File: src/rtl/pi1_arb.sv
// pi1_arb: N-master to 1-slave PerInt arbiter.
// Round-robin or fixed-priority selection, bounded back-to-back burst per grant,
// one-hot grant vector for observation. Single clock domain.
module pi1_arb #(
    parameter int ARCHBITSZ = 16,
    parameter int MCOUNT    = 2,
    parameter int MODE      = 0,
    parameter int MAXBURST  = 1,
    localparam int SELBITSZ  = ARCHBITSZ / 8,
    localparam int ADDRBITSZ = ARCHBITSZ - $clog2(ARCHBITSZ / 8)
) (
    input  logic                          rst_i,
    input  logic                          clk_i,
    input  logic [2*MCOUNT-1:0]           m_op_i,
    input  logic [ADDRBITSZ*MCOUNT-1:0]   m_addr_i,
    input  logic [ARCHBITSZ*MCOUNT-1:0]   m_data_i,
    output logic [ARCHBITSZ*MCOUNT-1:0]   m_data_o,
    input  logic [SELBITSZ*MCOUNT-1:0]    m_sel_i,
    output logic [MCOUNT-1:0]             m_rdy_o,
    output logic [1:0]                    s_op_o,
    output logic [ADDRBITSZ-1:0]          s_addr_o,
    output logic [ARCHBITSZ-1:0]          s_data_o,
    input  logic [ARCHBITSZ-1:0]          s_data_i,
    output logic [SELBITSZ-1:0]           s_sel_o,
    input  logic                          s_rdy_i,
    output logic [MCOUNT-1:0]             gnt_o
);

    localparam int IW = (MCOUNT > 1) ? $clog2(MCOUNT) : 1;
    localparam int BW = $clog2(MAXBURST) + 1;
    localparam logic [1:0] OP_NOOP = 2'd0;

    typedef enum logic [1:0] {IDLE = 2'd0, GRANT = 2'd1, WAITRSP = 2'd2} state_t;

    state_t         state_q, state_d;
    logic [IW-1:0]  g_q, g_d;
    logic [IW-1:0]  last_q, last_d;
    logic [BW-1:0]  bcnt_q, bcnt_d;

    logic [1:0]           op_a   [MCOUNT];
    logic [ADDRBITSZ-1:0] addr_a [MCOUNT];
    logic [ARCHBITSZ-1:0] data_a [MCOUNT];
    logic [SELBITSZ-1:0]  sel_a  [MCOUNT];
    logic [MCOUNT-1:0]    req;

    // Split the flat per-master buses into indexable arrays.
    for (genvar gi = 0; gi < MCOUNT; gi++) begin : g_unpack
        assign op_a[gi]   = m_op_i[2*gi +: 2];
        assign addr_a[gi] = m_addr_i[ADDRBITSZ*gi +: ADDRBITSZ];
        assign data_a[gi] = m_data_i[ARCHBITSZ*gi +: ARCHBITSZ];
        assign sel_a[gi]  = m_sel_i[SELBITSZ*gi +: SELBITSZ];
        assign req[gi]    = (m_op_i[2*gi +: 2] != OP_NOOP);
    end

    logic [1:0] g_op;
    assign g_op = op_a[g_q];

    logic [IW-1:0] win;
    logic          found;

    // Winner selection: lowest index in fixed mode, otherwise first requester after last.
    always_comb begin
        win   = '0;
        found = 1'b0;
        if (MODE == 1) begin
            for (int k = 0; k < MCOUNT; k++) begin
                if (!found && req[k]) begin
                    win   = IW'(k);
                    found = 1'b1;
                end
            end
        end else begin
            for (int i = 1; i <= MCOUNT; i++) begin
                for (int k = 0; k < MCOUNT; k++) begin
                    if (!found && req[k] && (((int'(last_q) + i) % MCOUNT) == k)) begin
                        win   = IW'(k);
                        found = 1'b1;
                    end
                end
            end
        end
    end

    // State register; reset abandons any transaction in flight.
    always_ff @(posedge clk_i or posedge rst_i) begin
        if (rst_i) begin
            state_q <= IDLE;
            g_q     <= '0;
            last_q  <= IW'(MCOUNT - 1);
            bcnt_q  <= '0;
        end else begin
            state_q <= state_d;
            g_q     <= g_d;
            last_q  <= last_d;
            bcnt_q  <= bcnt_d;
        end
    end

    // Next-state logic: grant, acceptance, completion and burst limit.
    always_comb begin
        state_d = state_q;
        g_d     = g_q;
        last_d  = last_q;
        bcnt_d  = bcnt_q;
        case (state_q)
            IDLE: begin
                if (|req) begin
                    g_d     = win;
                    bcnt_d  = '0;
                    state_d = GRANT;
                end
            end
            GRANT: begin
                if (g_op == OP_NOOP) begin
                    state_d = IDLE;
                    last_d  = g_q;
                end else if (s_rdy_i) begin
                    state_d = WAITRSP;
                end
            end
            WAITRSP: begin
                if (s_rdy_i) begin
                    bcnt_d = bcnt_q + BW'(1);
                    if ((g_op != OP_NOOP) && ((int'(bcnt_q) + 1) < MAXBURST)) begin
                        state_d = GRANT;
                    end else begin
                        state_d = IDLE;
                        last_d  = g_q;
                    end
                end
            end
            default: state_d = IDLE;
        endcase
    end

    // Outputs: slave sees the granted master only while in GRANT; others get zeros.
    always_comb begin
        s_op_o   = OP_NOOP;
        s_addr_o = '0;
        s_data_o = '0;
        s_sel_o  = '0;
        gnt_o    = '0;
        m_rdy_o  = '0;
        m_data_o = '0;
        if (state_q == GRANT) begin
            s_op_o   = g_op;
            s_addr_o = addr_a[g_q];
            s_data_o = data_a[g_q];
            s_sel_o  = sel_a[g_q];
        end
        for (int k = 0; k < MCOUNT; k++) begin
            if ((state_q != IDLE) && (g_q == IW'(k))) begin
                gnt_o[k]   = 1'b1;
                m_rdy_o[k] = s_rdy_i;
                if (state_q == WAITRSP) begin
                    m_data_o[ARCHBITSZ*k +: ARCHBITSZ] = s_data_i;
                end
            end
        end
    end

endmodule

File: config.mk
export PLATFORM = sky130hd
export DESIGN_NAME = pi1_arb
export DESIGN_NICKNAME = d
export VERILOG_FILES = /design/src/rtl/pi1_arb.sv
export SDC_FILE = /design/constraint.sdc
export NUM_CORES = 1
export LEC_CHECK = 0
export BUFFER_PORTS_ARGS = -buffer_cell sky130_fd_sc_hd__buf_2
export CAP_MARGIN = 0
export CORE_MARGIN = 5
export CORE_UTILIZATION = 33
export DETAILED_ROUTE_END_ITERATION = 6
export PLACE_DENSITY_LB_ADDON = 0.05
export REMOVE_ABC_BUFFERS = 1
export SETUP_SLACK_MARGIN = 0.4
export SYNTH_ARGS = -nofsm -noshare
export SYNTH_HDL_FRONTEND = slang
export SYNTH_SLANG_ARGS = --single-unit
File: constraint.sdc
create_clock -name clk_i -period 2.8 [get_ports clk_i]
set_clock_uncertainty 0.15 [all_clocks]
set_input_delay 0.28 -clock clk_i [delete_from_list [all_inputs] [get_ports clk_i]]
set_output_delay 0.28 -clock clk_i [all_outputs]
set_load 0.05 [all_outputs]
==> results of run 1 <==
==> report_power, final <==
part	total (mW)	switching, mW	internal (mW)	leakage, nW
Clock	0.0780	0.0244	0.0535	0.0150
Sequential	0.149	0.0538	0.0953	0.0462
Combinational	2.27	1.61	0.663	1.20
Total	2.50	1.69	0.812	1.26
==> sequential cells by signal, summed over array words and instances, names as in the netlist <==
register	count
last_q	1
state_q	2
g_q	1
==> stage by stage <==
stage / setup TNS, ps / area [um^2] / hold WS [ps] / std cells / setup slack [ps]
floorplan: -7250 / 1070 / -105 / 153 / -428
detailed placement: 0 / 1940 / 23.1 / 360 / 711
global placement: 0 / 1940 / 25.6 / 360 / 734
CTS: 0 / 1980 / 200 / 365 / 445
global route: 0 / 1990 / 192 / 365 / 413
finish: 0 / 1990 / 203 / 365 / 530
==> final cells by class <==
class / count / area (um^2) / area share [%]
clock buffers: 4 / 26.3 / 1.32
multi-input cells: 141 / 951 / 47.8
flip-flops and latches: 4 / 103 / 5.16
repair buffers: 162 / 821 / 41.3
well taps: 46 / 57.6 / 2.89
inverters: 8 / 30.0 / 1.51
==> layer usage <==
layer / global-route usage (%) / up-vias / part of all wire, %
li1: - / 843 / -
met1: 20.0 / 694 / 34
met2: 35.4 / 83 / 54
met3: 5.67 / 2 / 11
met4: 2.48 / 0 / 0.57
met5: 0 / - / 0
==> worst paths after layout <==
kind,start,endpoint,slack [ps]
setup / recovery,state_q[0]$_DFFE_PP0P_,m_data_o[9],530
hold / removal,s_rdy_i,state_q[1]$_DFFE_PP0P_,200
setup reg to reg,g_q$_DFFE_PP0P_,last_q$_DFFE_PP1P_,860
hold reg to reg,state_q[0]$_DFFE_PP0P_,state_q[0]$_DFFE_PP0P_,410
max in group asynchronous,rst_i,last_q$_DFFE_PP1P_,1940
min in group asynchronous,rst_i,state_q[1]$_DFFE_PP0P_,320
==> cells in the mapped netlist (all sizes together) (2+ instances only) <==
cell    count
inv         8
buf         5
mux2        2
ha          5
nand2      17
nor2       35
mux2i      35
dfrtp       3
nor2b      36
clkbuf      9
==> critical path: stages, from the launching register on <==
cell and delay (ps):
dfrtp_1 380, inv_1 110, ha_1 250, or2_2 440, nor2_1 140, buf_2 280
==> what timing repair did <==
item                                    in CTS  in global routing
endpoints found under the setup margin       0                 55
hold buffers                                 1                  0
gates resized for setup                      0                  4
endpoints found under the hold margin        4                  0
buffers inserted                             0                  0
==> kinds of logic after synthesis <==
family	Yosys count
and+or+nand+nor	93
muxes	37
buffers and inverters	22
AOI/OAI and AO/OA	6
adders and majority gates	5
DFF	4
==> reports/metrics.cfg, run 1 <==
[global_routing]
grt_pass1_vias=1460
grt_pass1_wl_um=6710
grt_antenna_before_repair=0
overflow=0
grt_usage_pct=18.5
grt_max_degree=31

[critical_path]
crit_arrival_ps=1840
crit_path_start_kind=flip-flop
cp-end-kind=output pin
worst_r2r_path_depth=4
cp_max_fo=18
cp_data_required_time_ps=2370
worstSetupPathType=reg -> out

[clocking]
root_buffer=clkbuf_4
tritoncts=built
htree_num_levels=1
cts_buffer_depth=2
clk_latency_ps=240
clkSlewWorstSetupHoldPaths_ps=40
clock_sinks=4
numCtsBuffers=3

[timing]
post-route-period-util_pct=81.1
hold_violations=0
fmax_ghz=0.440
drv_slew=0
worstMarginPinSlew_ps=482
slew_headroom_pct=67.9
rsz0062_at_grt=no
setup_viol=0
timing.final.crit_period_ps=2270

[detailed_routing]
drt-total-wl_um=4700
detail_route.vias_per_cell=4.44
first_pass_iters=4
ant_nets=0
routedWlPerCell_um=12.9
first_iter_violations=114
num_vias=1622
drc=0

[cells_and_area]
final_nets=414
area_growth_pct=75.6
layout-drive-gt1-share_pct=54.2
n_fill_cell=356
final_common_cell=buf_2
final_cell_mix=159 x buf_2, 36 x nor2b_1, 35 x nor2_1, 35 x mux2i_1, 17 x nand2_1
num_antenna_cells=0
fin_util_pct=59.6

[synthesis]
syn_avg_cell_area_um2=6.78
netlist_top_cells_area=mux2i_1 31%, nor2b_1 20%, nor2_1 12%
ys.flop_type=dfrtp_1
synthXorXnorAreaFrac_pct=0
synth_fa_ha_area_share_pct=5.52
synth-edff-count=0
yosys_register_bits=4
synth.largest_area_cell=mux2i_1
yosys.area.top_type_share_pct=30.9
synth_top_family_by_area=simple AND/OR/NAND/NOR gates
ys_warn_count=0
synth_compound_area_share_pct=4.42
synthArstFlopShare_pct=100
yosysUniqueCellTypes=25
synthMuxAreaShare_pct=33.3
synth_area_mm2=0.00113
ys_seq_area_share_pct=8.95
yosys.area_share.simple_pct=40.1
syn-instance-count=167

[floorplan]
core_area_mm2=0.00334
placementRows=21
ios=160
start_util_pct=33.9
die_w_um=68.6
dieHeight_um=68.6
die-area_mm2=0.00470

[run]
maxCapViolCount=0

[pwr]
vdd_drop_max_v=0.000655
powerDensity_mw_per_mm2=1260
total_power_mw=2.50
p_leak_nw=1.26

[placement]
port-buffer-count=159
hpwl_um=4010
gp_congestion=0.767

[hold_path]
hold_depth=2
hold_class=in -> reg

[status]
status=completed

(Power assumes the default switching activity.)
==> run 2, diff against run 1 <==
--- a/config.mk
+++ b/config.mk
@@ -5,10 +5,11 @@
 export SDC_FILE = /design/constraint.sdc
 export NUM_CORES = 1
 export LEC_CHECK = 0
+export ABC_AREA = 1
 export BUFFER_PORTS_ARGS = -buffer_cell sky130_fd_sc_hd__buf_2
 export CAP_MARGIN = 0
 export CORE_MARGIN = 5
-export CORE_UTILIZATION = 33
+export CORE_UTILIZATION = 28
 export DETAILED_ROUTE_END_ITERATION = 6
 export PLACE_DENSITY_LB_ADDON = 0.05
 export REMOVE_ABC_BUFFERS = 1
==> constraint.sdc (replaced) <==
create_clock -name clk_i -period 2 [get_ports clk_i]
set_clock_uncertainty 0.15 [all_clocks]
set_input_delay 0.2 -clock clk_i [delete_from_list [all_inputs] [get_ports clk_i]]
set_output_delay 0.2 -clock clk_i [all_outputs]
set_load 0.05 [all_outputs]
==> run 2 against run 1 <==
  * The run now ends with setup timing left
  * Final area rose by 54%
  * Critical path depth rose by 2
  * Sequential share of layout area fell by 1.8 points
  * Combinational power rose by 110%
  * Largest cell class is now non-clock buffers
  * Largest power group unchanged
==> reports/metrics.cfg, run 2 <==
[status]
status=finished, violations left
failed_checks=setup timing

[pwr]
p_leak_nw=1.65
vdd_drop_max_v=0.00139
powerDensity_mw_per_mm2=1700
total_power_mw=5.18

[timing]
fmax_ghz=0.487
post-route-period-util_pct=103
rsz0062_at_grt=yes
drv_slew=0
worstMarginPinSlew_ps=336
tns_ps=-80.9
hold_violations=0
timing.final.crit_period_ps=2050
slew_headroom_pct=77.6
setup_ws_ps=-51.8
setup_viol=4

[cells_and_area]
final_cell_mix=88 x buf_2, 70 x nor2_1, 68 x buf_6
n_fill_cell=273
num_antenna_cells=0
layout-drive-gt1-share_pct=59.9
seq_area_um2=101
multiInputGateArea_mm2=0.00116
final_nets=487
area_growth_pct=163
largest_register_ffs=2
final_cell_area_mm2=0.00305
fin_util_pct=76.4
reg_top3=state_q: 2 flops, g_q: 1 flops, last_q: 1 flops
regMostFlops=state_q
final_common_cell=buf_2

[synthesis]
synthArstFlopShare_pct=100
syn-instance-count=221
synth-edff-count=0
synth_area_mm2=0.00116
synth.largest_area_cell=nor2_1
synthXorXnorAreaFrac_pct=0
synthMuxAreaShare_pct=0
ys_warn_count=0
yosys.area_share.simple_pct=51.6
netlist_top_cells_count=70 x nor2_1, 34 x o21ai_0, 31 x inv_1
netlist_top_cells_area=nor2_1 23%, o21ai_0 15%, inv_1 10%
yosys_register_bits=4
synth_fa_ha_area_share_pct=5.38
yosys.area.top_type_share_pct=22.6
syn_avg_cell_area_um2=5.26
yosysUniqueCellTypes=22
synth_compound_area_share_pct=16.5
synth.most_common_cell=nor2_1
ys_seq_area_share_pct=8.72
ys.flop_type=dfrtp_1
synth_top_family_by_area=simple AND/OR/NAND/NOR gates

[floorplan]
ios=160
die_w_um=74.4
placementRows=23
dieHeight_um=74.4
core_area_mm2=0.00400
start_util_pct=29.1
die-area_mm2=0.00554

[global_routing]
grt_pass1_vias=2211
overflow=0
grt_antenna_before_repair=0
grt_usage_pct=23.4
grt_pass1_wl_um=10300
grt_max_degree=37

[critical_path]
reg2reg_from=state_q[1]$_DFFE_PP0P_
slowest_delay_ps=420
cpMostUsedCell=buf_6
cp_max_fo=5
worstSetupPathType=reg -> out
critPathSlowestCell=dfrtp_1
cp_data_required_time_ps=1650
crit_family=buffers and inverters
critPathBufInv=4
cp.depth=7
crit_path_start_kind=flip-flop
reg2reg_to=state_q[0]$_DFFE_PP0P_
worst_r2r_path_depth=10
path_cells=inv_2 > ha_4 > nor2_4 > buf_6 > clkinv_8 > nor3_4 > buf_6
cp-end-kind=output pin
crit_arrival_ps=1700
reg2reg_slack_ps=270

[hold_path]
hold_path_end=state_q[1]$_DFFE_PP0P_
min-delay-start=s_rdy_i
hold_depth=3
hold_class=in -> reg

[detailed_routing]
num_vias=2215
drt-total-wl_um=8020
ant_nets=0
drc=0
detail_route.vias_per_cell=5.01
first_pass_iters=4
routedWlPerCell_um=18.1
first_iter_violations=113

[placement]
hpwl_um=4190
gp_congestion=0.749
port-buffer-count=159
place_ws_ps=114
placed_cell_area_mm2=0.00202

[clocking]
clock_sinks=4
root_buffer=clkbuf_8
cts_buffer_depth=2
tritoncts=built
numCtsBuffers=3
htree_num_levels=1
clkSlewWorstSetupHoldPaths_ps=40
clk_latency_ps=230

[run]
maxCapViolCount=0

run 2: where the power goes:
group	leakage [nW]	total [mW]	internal (mW)	switching (mW)
Combinational	1.58	4.80	1.64	3.16
Clock	0.0228	0.198	0.138	0.0606
Sequential	0.0477	0.187	0.127	0.0598
Total	1.65	5.18	1.90	3.28
run 2: metal layers:
layer	GRT usage [%]	share of wire (%)	up-vias
met3	7.97	12	20
met5	0	0	-
met4	6.52	2.3	0
met1	23.3	34	995
met2	45.4	53	155
li1	-	-	1045
run 2: worst max-delay path by stage:
stage                            from            to
2_1_floorplan         g_q$_DFFE_PP0P_  m_data_o[16]
3_3_place_gp   state_q[0]$_DFFE_PP0P_  m_data_o[20]
3_5_place_dp   state_q[0]$_DFFE_PP0P_  m_data_o[20]
4_1_cts        state_q[0]$_DFFE_PP0P_  m_data_o[21]
5_1_grt        state_q[0]$_DFFE_PP0P_  m_data_o[16]
6_report       state_q[0]$_DFFE_PP0P_  m_data_o[16]
run 2: cell type report:
cell class	instances	area share, %
timing repair buffer	180	49.5
clock buffer	4	1.47
timing repair inverter	2	0.655
tap	50	2.05
multi-input combinational	168	37.9
inverter	34	5.08
sequential	4	3.32
run 2: metrics by stage:
stage	hold slack [ps]	instances
after detailed placement	-68.5	420
after global routing	131	442
final	102	442
after floorplan	-185	206
after CTS	107	434
after global placement	-68.4	420
run 2: worst min-delay path, cell delays in order:
cell	delay [ps]
buf_2	110
nand4_1	80
nand2_1	50
run 2: logic make-up after synthesis:
logic type / Yosys count
and+or+nand+nor: 126
buffers and inverters: 49
AOI/OAI and AO/OA: 37
adders and majority gates: 5
DFF: 4
run 2: repair_timing:
action | CTS | global route
hold endpoints to repair | 4 | 0
pin swaps | 5 | 3
hold buffers | 1 | 0
setup endpoints to repair | 71 | 74
buffers inserted | 6 | 5
resized for setup | 160 | 53
gates cloned | 3 | 3
==> run 3, diff against run 2 <==
--- a/config.mk
+++ b/config.mk
@@ -9,7 +9,8 @@
 export BUFFER_PORTS_ARGS = -buffer_cell sky130_fd_sc_hd__buf_2
 export CAP_MARGIN = 0
 export CORE_MARGIN = 5
-export CORE_UTILIZATION = 28
+export CORE_UTILIZATION = 32
+export CTS_BUF_LIST = sky130_fd_sc_hd__clkbuf_2 sky130_fd_sc_hd__clkbuf_4 sky130_fd_sc_hd__clkbuf_8
 export DETAILED_ROUTE_END_ITERATION = 6
 export PLACE_DENSITY_LB_ADDON = 0.05
 export REMOVE_ABC_BUFFERS = 1
==> constraint.sdc (replaced) <==
create_clock -name clk_i -period 2.23 [get_ports clk_i]
set_clock_uncertainty 0.15 [all_clocks]
set_input_delay 0.223 -clock clk_i [delete_from_list [all_inputs] [get_ports clk_i]]
set_output_delay 0.223 -clock clk_i [all_outputs]
set_load 0.05 [all_outputs]
==> run 3 against run 2 <==
  * Critical endpoint is now m_data_o[31]
  * The run now ends clean
  * Hold slack gained 32 ps
  * Sequential power shrank 19%
  * Total power shrank 8.8%
  * Final area grew 1.2%
  * Die area shrank 11%
  * Utilization grew 14 points
  * Sequential share of layout area is essentially flat
  * Critical path depth shrank 1
  * Combinational power shrank 7.5%
  * First-iteration DRC count grew 7.1%
==> reports/metrics.cfg, run 3 (same netlist as run 2, synthesis figures left out) <==
[timing]
fmax_ghz=0.485
hold_violations=0
worstMarginPinSlew_ps=306
rsz0062_at_grt=yes
slew_headroom_pct=79.4
drv_slew=0
timing.final.crit_period_ps=2060
setup_ws_ps=170
setup_viol=0
post-route-period-util_pct=92.4

[clocking]
clock_sinks=4
cts_buffer_depth=2
clkSlewWorstSetupHoldPaths_ps=50
clk_latency_ps=280
root_buffer=clkbuf_4
htree_num_levels=1
numCtsBuffers=3
tritoncts=built

[global_routing]
grt_usage_pct=27.8
grt_pass1_vias=2157
grt_max_degree=26
grt_antenna_before_repair=0
overflow=0
grt_pass1_wl_um=11200

[cells_and_area]
regMostFlops=state_q
final_common_cell=buf_2
fin_cells=441
layout-drive-gt1-share_pct=60.5
largest_register_ffs=2
final_nets=490
area_growth_pct=166
final_cell_mix=88 x buf_2, 68 x nor2_1, 67 x buf_6
reg_top3=state_q: 2 flops, g_q: 1 flops, last_q: 1 flops
fin_util_pct=90.5
num_antenna_cells=0

[pwr]
powerDensity_mw_per_mm2=1530
vdd_drop_max_v=0.00110
p_leak_nw=1.68

[critical_path]
crit_path_start_kind=flip-flop
startpoint=state_q[0]$_DFFE_PP0P_
reg2reg_to=state_q[0]$_DFFE_PP0P_
worstSetupPathType=reg -> out
cp-end-kind=output pin
cp_data_required_time_ps=1860
reg2reg_from=state_q[0]$_DFFE_PP0P_
crit_arrival_ps=1690
cp_max_fo=8
worst_r2r_path_depth=8
reg2reg_slack_ps=540

[placement]
place_inst=416
place_ws_ps=295
port-buffer-count=159
hpwl_um=4210
gp_congestion=0.824

[detailed_routing]
ant_nets=0
routedWlPerCell_um=19.4
drt-total-wl_um=8560
first_pass_iters=4
num_vias=2272
first_iter_violations=121
drc=0
detail_route.vias_per_cell=5.15

[floorplan]
core_area_mm2=0.00342
placementRows=21
dieHeight_um=70.3
die-area_mm2=0.00494
start_util_pct=34.0
die_w_um=70.3
ios=160

[hold_path]
hold_depth=3
min-delay-start=s_rdy_i
hold_path_end=state_q[1]$_DFFE_PP0P_
hold_class=in -> reg

[status]
status=completed

[run]
maxCapViolCount=0

run 3: worst max path at each step:
stage                     slack (ps)           end  depth (start not counted)
after global routing             110  m_data_o[12]                          6
after global placement           380  m_data_o[25]                          6
after floorplan                 -860  m_data_o[16]                          4
final                            170  m_data_o[31]                          6
after detailed placement         290  m_data_o[19]                          6
after CTS                        290   m_data_o[5]                          6
run 3: layer usage:
layer	share of wire, %	global-route usage [%]
met2	52	50.4
met1	34	31.1
met4	3.3	5.96
met5	0	0
met3	10	9.47
run 3: area by class of cell:
class,count,area [um^2]
repair buffers,183,1550
multi-input cells,168,1180
fillers,155,325
inverters,34,153
flip-flops and latches,4,101
well taps,46,57.6
clock buffers,4,30.0
repair inverters,2,17.5
run 3: through the flow:
step                      area (um^2)  power (mW)  setup TNS (ps)  hold WS (ps)
after CTS                        2770        4.04               0           104
after global placement           1980        3.02               0         -30.1
after floorplan                  1080        2.33          -19110          -162
after global routing             3090        4.90               0           138
after detailed placement         1980        3.03               0         -27.4
final                            3090        4.73               0           134
run 3: report_power, final:
part           internal (mW)  switching, mW
logic                   1.54           2.90
registers              0.114         0.0364
clock network         0.0808         0.0566
total                   1.73           2.99
run 3: repair_timing:
action / in CTS / in global routing
endpoints found under the setup margin: 71 / 71
hold buffers: 1 / 0
gates cloned: 2 / 5
pin swaps: 3 / 4
buffers inserted: 8 / 5
resized for setup: 178 / 43
hold endpoints to repair: 4 / 0
run 3: worst max-delay path, cell delays in order (launching register included):
cell and delay [ps]:
dfrtp_1 420, inv_2 140, ha_4 170, inv_4 70, clkbuf_16 190, nor3_2 210, buf_6 180
